**src/rtl/constraint_verdict_collector.sv**
```systemverilog
// Collects per-constraint verdict beats for one batch of candidate vectors and
// emits a single summary record. Optional per-batch enable mask: CONS_MASK_EN.
module constraint_verdict_collector #(
    parameter int NUM_CONS = 32,
    parameter int CNT_W    = 16
) (
    input  logic                clk,
    input  logic                rst,
    input  logic                start,
    input  logic                in_valid,
    output logic                in_ready,
    input  logic [NUM_CONS-1:0] in_sat,
    input  logic                in_last,
    output logic                out_valid,
    input  logic                out_ready,
    output logic                out_all_sat,
    output logic [CNT_W-1:0]    out_sat_count,
    output logic [CNT_W-1:0]    out_vec_count,
    output logic [CNT_W-1:0]    out_first_fail,
    output logic [NUM_CONS-1:0] out_fail_mask,
    output logic                out_overflow,
    output logic                busy
`ifdef CONS_MASK_EN
    ,
    input  logic [NUM_CONS-1:0] cons_mask
`endif
);

    typedef enum logic [1:0] {
        ST_IDLE,
        ST_ACCUM,
        ST_REPORT
    } state_t;

    localparam logic [CNT_W-1:0] CNT_MAX = '1;
    localparam logic [CNT_W-1:0] CNT_ONE = CNT_W'(1);

    state_t                state_q, state_d;
    logic [CNT_W-1:0]      vec_count_q, vec_count_d;
    logic [CNT_W-1:0]      sat_count_q, sat_count_d;
    logic [CNT_W-1:0]      first_fail_q, first_fail_d;
    logic [NUM_CONS-1:0]   fail_mask_q, fail_mask_d;
    logic                  overflow_q, overflow_d;
    logic                  all_sat_q, all_sat_d;
    logic                  in_ready_q, out_valid_q, busy_q;

    logic [NUM_CONS-1:0]   enable_mask;
    logic [NUM_CONS-1:0]   bit_ok;
    logic [NUM_CONS-1:0]   bit_fail;
    logic                  vec_ok;
    logic                  vec_at_max;
    logic                  sat_at_max;

`ifdef CONS_MASK_EN
    logic [NUM_CONS-1:0]   enable_mask_q, enable_mask_d;
    assign enable_mask = enable_mask_q;
`else
    assign enable_mask = '1;
`endif

    // A disabled constraint counts as satisfied and never contributes a failure bit.
    genvar gi;
    generate
        for (gi = 0; gi < NUM_CONS; gi = gi + 1) begin : g_bit
            assign bit_ok[gi]   = in_sat[gi] | ~enable_mask[gi];
            assign bit_fail[gi] = ~in_sat[gi] & enable_mask[gi];
        end
    endgenerate

    assign vec_ok     = &bit_ok;
    assign vec_at_max = (vec_count_q == CNT_MAX);
    assign sat_at_max = (sat_count_q == CNT_MAX);

    always_comb begin
        state_d      = state_q;
        vec_count_d  = vec_count_q;
        sat_count_d  = sat_count_q;
        first_fail_d = first_fail_q;
        fail_mask_d  = fail_mask_q;
        overflow_d   = overflow_q;
        all_sat_d    = all_sat_q;
`ifdef CONS_MASK_EN
        enable_mask_d = enable_mask_q;
`endif
        case (state_q)
            ST_IDLE: begin
                if (start) begin
                    state_d      = ST_ACCUM;
                    vec_count_d  = '0;
                    sat_count_d  = '0;
                    first_fail_d = CNT_MAX;
                    fail_mask_d  = '0;
                    overflow_d   = 1'b0;
                    all_sat_d    = 1'b0;
`ifdef CONS_MASK_EN
                    enable_mask_d = cons_mask;
`endif
                end
            end
            ST_ACCUM: begin
                if (in_valid) begin
                    // Counters stick at their maximum; a blocked increment marks overflow.
                    if (vec_at_max) begin
                        overflow_d = 1'b1;
                    end else begin
                        vec_count_d = vec_count_q + CNT_ONE;
                    end
                    if (vec_ok) begin
                        if (sat_at_max) begin
                            overflow_d = 1'b1;
                        end else begin
                            sat_count_d = sat_count_q + CNT_ONE;
                        end
                    end else if (first_fail_q == CNT_MAX) begin
                        first_fail_d = vec_count_q;
                    end
                    fail_mask_d = fail_mask_q | bit_fail;
                    if (in_last) begin
                        state_d = ST_REPORT;
                    end
                end
                all_sat_d = (sat_count_d == vec_count_d) && !overflow_d;
            end
            ST_REPORT: begin
                if (out_ready) begin
                    state_d = ST_IDLE;
                end
            end
            default: begin
                state_d = ST_IDLE;
            end
        endcase
    end

    always_ff @(posedge clk or posedge rst) begin
        if (rst) begin
            state_q      <= ST_IDLE;
            vec_count_q  <= '0;
            sat_count_q  <= '0;
            first_fail_q <= CNT_MAX;
            fail_mask_q  <= '0;
            overflow_q   <= 1'b0;
            all_sat_q    <= 1'b0;
            in_ready_q   <= 1'b0;
            out_valid_q  <= 1'b0;
            busy_q       <= 1'b0;
`ifdef CONS_MASK_EN
            enable_mask_q <= '1;
`endif
        end else begin
            state_q      <= state_d;
            vec_count_q  <= vec_count_d;
            sat_count_q  <= sat_count_d;
            first_fail_q <= first_fail_d;
            fail_mask_q  <= fail_mask_d;
            overflow_q   <= overflow_d;
            all_sat_q    <= all_sat_d;
            // Handshake flags are decoded from the next state so they line up with state_q.
            in_ready_q   <= (state_d == ST_ACCUM);
            out_valid_q  <= (state_d == ST_REPORT);
            busy_q       <= (state_d != ST_IDLE);
`ifdef CONS_MASK_EN
            enable_mask_q <= enable_mask_d;
`endif
        end
    end

    assign in_ready       = in_ready_q;
    assign out_valid      = out_valid_q;
    assign busy           = busy_q;
    assign out_all_sat    = all_sat_q;
    assign out_sat_count  = sat_count_q;
    assign out_vec_count  = vec_count_q;
    assign out_first_fail = first_fail_q;
    assign out_fail_mask  = fail_mask_q;
    assign out_overflow   = overflow_q;

endmodule

```
**config.mk**
```make
export PLATFORM = sky130hd
export DESIGN_NAME = constraint_verdict_collector
export DESIGN_NICKNAME = d
export VERILOG_FILES = /design/src/rtl/constraint_verdict_collector.sv
export SDC_FILE = /design/constraint.sdc
export NUM_CORES = 1
export LEC_CHECK = 0
export ABC_CLOCK_PERIOD_IN_PS = 2700
export CORE_MARGIN = 3
export CORE_UTILIZATION = 43
export DETAILED_ROUTE_END_ITERATION = 10
export PLACE_DENSITY = 0.74
export SLEW_MARGIN = 20
export SYNTH_ARGS = -nofsm -noshare
export SYNTH_HDL_FRONTEND = slang
export SYNTH_SLANG_ARGS = --single-unit
```
**constraint.sdc**
```tcl
create_clock -name clk -period 2.7 [get_ports clk]
set_input_delay 0.54 -clock clk [delete_from_list [all_inputs] [get_ports clk]]
set_output_delay 0.54 -clock clk [all_outputs]
set_load 0.01 [all_outputs]
```
==> results of run 1 <==
==> cells in the mapped netlist (all sizes together) <==
master / count
xnor2: 22
or3: 1
clkbuf: 22
and4: 8
o22a: 15
dfstp: 16
nor4: 5
mux2: 1
a22o: 1
buf: 8
a211oi: 1
o2111ai: 2
o21ai: 40
or2: 3
a21o: 1
nand4: 26
nor2b: 1
a32o: 5
o21a: 34
or4: 5
a2111o: 1
mux2i: 10
o31ai: 12
ha: 2
a2bb2oi: 2
a31oi: 6
nand2b: 3
dfrtp: 71
nor2: 54
inv: 6
o22ai: 1
and2: 5
nand3: 14
and3: 8
xor3: 1
o211ai: 1
xor2: 9
nor3: 13
a41oi: 1
nand2: 62
a21oi: 11
o41ai: 1
a21boi: 1
o21bai: 1
==> path summary, 6_finish.rpt <==
| path | end | slack [ns] | cells past startpoint |
|---|---|---|---|
| max in group asynchronous | out_first_fail[12] | 1.63 | 3 |
| min in group asynchronous | state_q[0] | 0.66 | 3 |
| max | out_all_sat | -0.004 | 9 |
| min reg2reg | out_fail_mask[27] | 0.49 | 1 |
| max reg2reg | out_all_sat | -0.004 | 9 |
| min | out_fail_mask[27] | 0.49 | 1 |
==> per-layer routing <==
metal	GRT usage	vias up	part of all wire
met5	0	-	0
li1	-	2277	-
met4	0.109	0	0.032
met2	0.408	184	0.49
met1	0.317	2424	0.42
met3	0.0372	39	0.057
==> area by class of cell <==
class	instances	area (um^2)
tap	140	175
clock inverter	4	48.8
multi-input combinational	390	2540
clock buffer	12	236
timing repair buffer	221	1980
fill	864	3720
sequential	87	2200
inverter	6	26.3
==> layout by cell type, fill, tap and decap left out, types with 12 or more instances in the layout <==
master | synthesis | routed
o21a_1 | 34 | 34
o21ai_0 | 38 | 38
nand3_1 | 14 | 13
xnor2_1 | 21 | 21
buf_4 | 3 | 93
dfstp_2 | 16 | 16
nand2_1 | 62 | 61
dlygate4sd2_1 | 0 | 24
clkdlybuf4s50_1 | 0 | 89
dfrtp_1 | 71 | 70
nor2_1 | 53 | 52
o22a_1 | 14 | 14
nand4_1 | 26 | 26
o31ai_1 | 12 | 12
==> repair_timing <==
action	4_1_cts	5_1_grt
resized for setup	52	14
hold endpoints to repair	0	0
pin swaps	26	9
buffers inserted	7	3
endpoints found under the setup margin	1	1
==> report_power, final <==
group	internal [mW]	leakage [nW]	switching (mW)
clock	0.716	0.141	0.499
combinational	1.27	1.81	1.12
sequential	1.76	1.08	0.255
total	3.75	3.03	1.88
==> kinds of logic after synthesis <==
logic type | after synthesis | synth area share
buffers and inverters | 36 | 0.0431
AOI/OAI and AO/OA | 137 | 0.197
DFF | 87 | 0.453
xor gates and xnor gates | 32 | 0.0625
muxes | 11 | 0.0230
and+or+nand+nor | 208 | 0.216
adders and majority gates | 2 | 0.00516
==> sequential cells by signal, indices dropped and copies added (netlist names) <==
signal / flops
out_sat_count: 16
busy: 1
in_ready: 1
out_all_sat: 1
out_overflow: 1
state_q: 2
out_valid: 1
out_fail_mask: 32
out_vec_count: 16
out_first_fail: 16
==> through the flow <==
stage	instance area [um^2]	setup slack (ns)	total power, mW	cells	hold slack [ns]
2_1_floorplan	4860	-0.226	3.12	513	0.490
3_3_place_gp	6780	-0.694	4.35	834	0.475
3_5_place_dp	6780	-0.735	4.40	834	0.478
4_1_cts	7140	0.00744	5.62	857	0.491
5_1_grt	7210	-0.104	5.93	860	0.503
6_report	7210	-0.00385	5.62	860	0.488
==> worst max-delay path: stages, from the launching register on <==
cell and delay [ns]:
dfrtp_1 0.41, ha_4 0.18, and2_4 0.15, and3_4 0.16, and3_1 0.18, or4_4 0.54, xnor2_1 0.15, or4_4 0.43
nor4_2 0.25, a32o_1 0.19
==> metrics.cfg, run 1 <==
[detailed_routing]
ant_nets = 0
wirelength_mm = 15.3
drt_iter0_markers = 365
avgViaCountPerCell = 5.73
post_drt_wl_per_cell_um = 17.7
post-route-drc-count = 0
vias = 4924
drt_first_pass_iters = 5

[clock_network]
ctsHtreeMaxLevel = 3
hold_buffers = 0
tritoncts = yes
cts_max_path_buffers = 2
clkSlewWorstSetupHoldPaths_ns = 0.06
clkSinkCount = 87
numCtsBuffers = 9
clock-root-buffer = clkbuf_16
worstSkewPairLatency_ns = 0.34

[placed_design]
dp_hpwl_mm = 11.2
gp_congestion = 0.933
io_buffers = 122

[critical_path]
cp.arrival_ns = 2.98
startpoint = out_sat_count[0]
worst-path-max-fanout = 2
required_ns = 2.98
worstSetupEndpointType = flip-flop
worstSetupPathType = reg2reg
r2r_start = out_sat_count[0]
start_kind = flip-flop

[global_route]
antenna_found_initial = 0
grt_overflow = 0
grt_max_degree = 88
grtUsageTotal = 0.245
grt_pass1_wl_mm = 25.1
grt_pass1_vias = 4912

[logic_synthesis]
syn-num-nets = 553
avgSynthCellArea_um2 = 9.45
syn_inst = 513
yosys.area.top_type = dfrtp_1
yosys.cell_types.count = 58
synthesis.area_um2 = 4850
ys.warnings.count = 0
yosys_register_bits = 87
synth_top_area_frac = 0.367
synth.yosys.seq_area_share = 0.453
synth.area.top_cells = dfrtp_1 37%, dfstp_2 8.7%, o21a_1 5.3%

[sta]
setup_viol = 1
fin_crit_sh = 1.00
final_hold_viol_count = 0
fin_crit_ns = 2.70
tns_ns = -0.00385
relSlewSlack = 0.494
skew_ns = 0.00773
fin_ws_ns = -0.00385
slew_violations = 0
rsz0062_at_grt = true
worst_pin_slew_ns = 0.756
fmax_mhz = 370

[finish]
drive_above_1_share = 0.225
post-route-util = 0.659
syn2layout_area_growth_pct = 48.8
nNetsFinal = 755
diodes = 0

[power]
ir_worst_vdd_mv = 0.514
p_leak_nw = 3.03
power.density_nw_per_um2 = 779

[worst_hold_path]
min-delay-start = out_fail_mask[27]
holdCritPathClass = reg2reg

[die]
row_count = 38
io_pins = 123
initial_core_util = 0.443
core_um2 = 10900
die_area_um2 = 12600
fp.dieH_um = 112
dieWidth_um = 112

[flow_run]
maxCapViolCount = 0

[outcome]
failed_checks = negative setup slack
status = finished, violations left

No activity file was read; power rests on OpenSTA's default activity.
==> run 2, diff against run 1 <==
- CORE_MARGIN: 3 -> 5
==> run 2 against run 1 <==
Critical path depth rose by 1. Highest routed layer unchanged. Clock skew grew 0.00055 ns. Sequential cell count unchanged. Clock power is 4% lower. Worst hold slack improved by 0.00088 ns. Cell count rose by 0.47%. The run still ends with negative setup slack left. Largest power group unchanged.
==> metrics.cfg, run 2 (synthesized netlist as in run 1, its figures left out) <==
[placed_design]
place_area_um2 = 6790
gp_congestion = 0.952
dp_hpwl_mm = 11.8
dp.cells = 836
pre_cts_ws_ns = -0.779
io_buffers = 122

[sta]
final_hold_viol_count = 0
fin_ws_ns = -0.0316
worst_pin_slew_ns = 0.728
fin_crit_sh = 1.01
slew_violations = 0
fin_crit_ns = 2.73
skew_ns = 0.00828
fmax_mhz = 366
tns_ns = -0.0316
rsz0062_at_grt = true
relSlewSlack = 0.513
setup_viol = 1
hold_ws_ns = 0.489

[clock_network]
hold_buffers = 0
cts_max_path_buffers = 2
tritoncts = yes
ctsHtreeMaxLevel = 3
clkSlewWorstSetupHoldPaths_ns = 0.07
numCtsBuffers = 9
worstSkewPairLatency_ns = 0.35
clkSinkCount = 87
clock-root-buffer = clkbuf_16

[critical_path]
rr_worst_depth = 10
required_ns = 2.99
worstSetupPathType = reg2reg
r2r_start = out_vec_count[1]
start_kind = flip-flop
worstSetupEndpointType = flip-flop
reg2reg_to = out_all_sat
cp.arrival_ns = 3.02
worst-path-max-fanout = 5
r2r_slack_ns = -0.03
startpoint = out_vec_count[1]

[finish]
largest_reg_flops = 32
drive_above_1_share = 0.232
stdcell_area_um2 = 7230
syn2layout_area_growth_pct = 49.3
layout.cells.non_filler = 864
nNetsFinal = 759
layout_common_cells = 97 x buf_4, 89 x clkdlybuf4s50_1, 71 x dfrtp_1
post-route-util = 0.662
final_common_cell = buf_4
diodes = 0

[detailed_routing]
drt_iter0_markers = 450
post-route-drc-count = 0
post_drt_wl_per_cell_um = 18.3
wirelength_mm = 15.8
avgViaCountPerCell = 5.71
vias = 4933
drt_first_pass_iters = 5
ant_nets = 0

[power]
p_leak_nw = 3.07
p_total_mw = 5.62
ir_worst_vdd_mv = 0.547
power.density_nw_per_um2 = 777

[flow_run]
maxCapViolCount = 0

[worst_hold_path]
min_delay_path_depth = 1
holdCritPathClass = reg2reg
hold_end = out_fail_mask[15]
min-delay-start = out_fail_mask[15]

[die]
core_um2 = 10900
die_area_um2 = 13500
initial_core_util = 0.443
row_count = 38
dieWidth_um = 116
io_pins = 123
fp.dieH_um = 116

[outcome]
status = finished, violations left
failed_checks = negative setup slack

[global_route]
grt_overflow = 0
grt_pass1_vias = 4894
grtUsageTotal = 0.238
grt_max_degree = 88
antenna_found_initial = 0
grt_pass1_wl_mm = 25.0

==> run 2: changes by cell type in the layout (fill, tap and decap cells not counted), moves of 2 or more <==
cell	delta
and3_1	-2
dlygate4sd2_1	+7
dlymetal6s2s_1	+2
or4_4	-2
clkbuf_1	-2
or4_1	+2
buf_4	+4
clkdlybuf4s15_1	-9
and3_4	+2
==> run 2: area by class of cell <==
| type | count | area, um^2 |
|---|---|---|
| Timing Repair Buffer | 225 | 2010 |
| Sequential cell | 87 | 2200 |
| Inverter | 6 | 26.3 |
| Fill cell | 877 | 3700 |
| Clock inverter | 5 | 31.3 |
| Clock buffer | 11 | 243 |
| Tap cell | 140 | 175 |
| Multi-Input combinational cell | 390 | 2550 |
==> run 2: power by group <==
| part | internal [mW] | switching (mW) |
|---|---|---|
| Sequential | 1.76 | 0.247 |
| Combinational | 1.29 | 1.15 |
| Clock | 0.647 | 0.520 |
==> run 2: worst max-delay path by stage <==
stage               slack, ns          end  cells past startpoint
floorplan               -0.23  out_all_sat                      8
global placement        -0.72  out_all_sat                      9
detailed placement      -0.78  out_all_sat                      9
CTS                      -0.1  out_all_sat                      9
global route            -0.15  out_all_sat                     12
finish                  -0.03  out_all_sat                     10
==> run 2: routing by layer <==
layer / vias to the layer above / track usage / share of wire
li1: 2283 / - / -
met1: 2378 / 0.301 / 0.41
met2: 223 / 0.407 / 0.50
met3: 49 / 0.0415 / 0.059
met4: 0 / 0.0951 / 0.032
met5: - / 0 / 0
==> run 2: critical path, cell delays in order (launching register included) <==
cell      delay (ns)
dfrtp_1         0.40
ha_2            0.20
and3_4          0.20
buf_4           0.13
and3_4          0.16
or2_4           0.28
xnor2_4         0.26
a211oi_2        0.10
or4_1           0.49
nor4_2          0.27
a32o_1          0.19
==> run 2: timing repair <==
item | in CTS | in global routing
pin swaps | 25 | 17
gates resized for setup | 43 | 15
buffers inserted | 5 | 8
setup endpoints to repair | 1 | 2
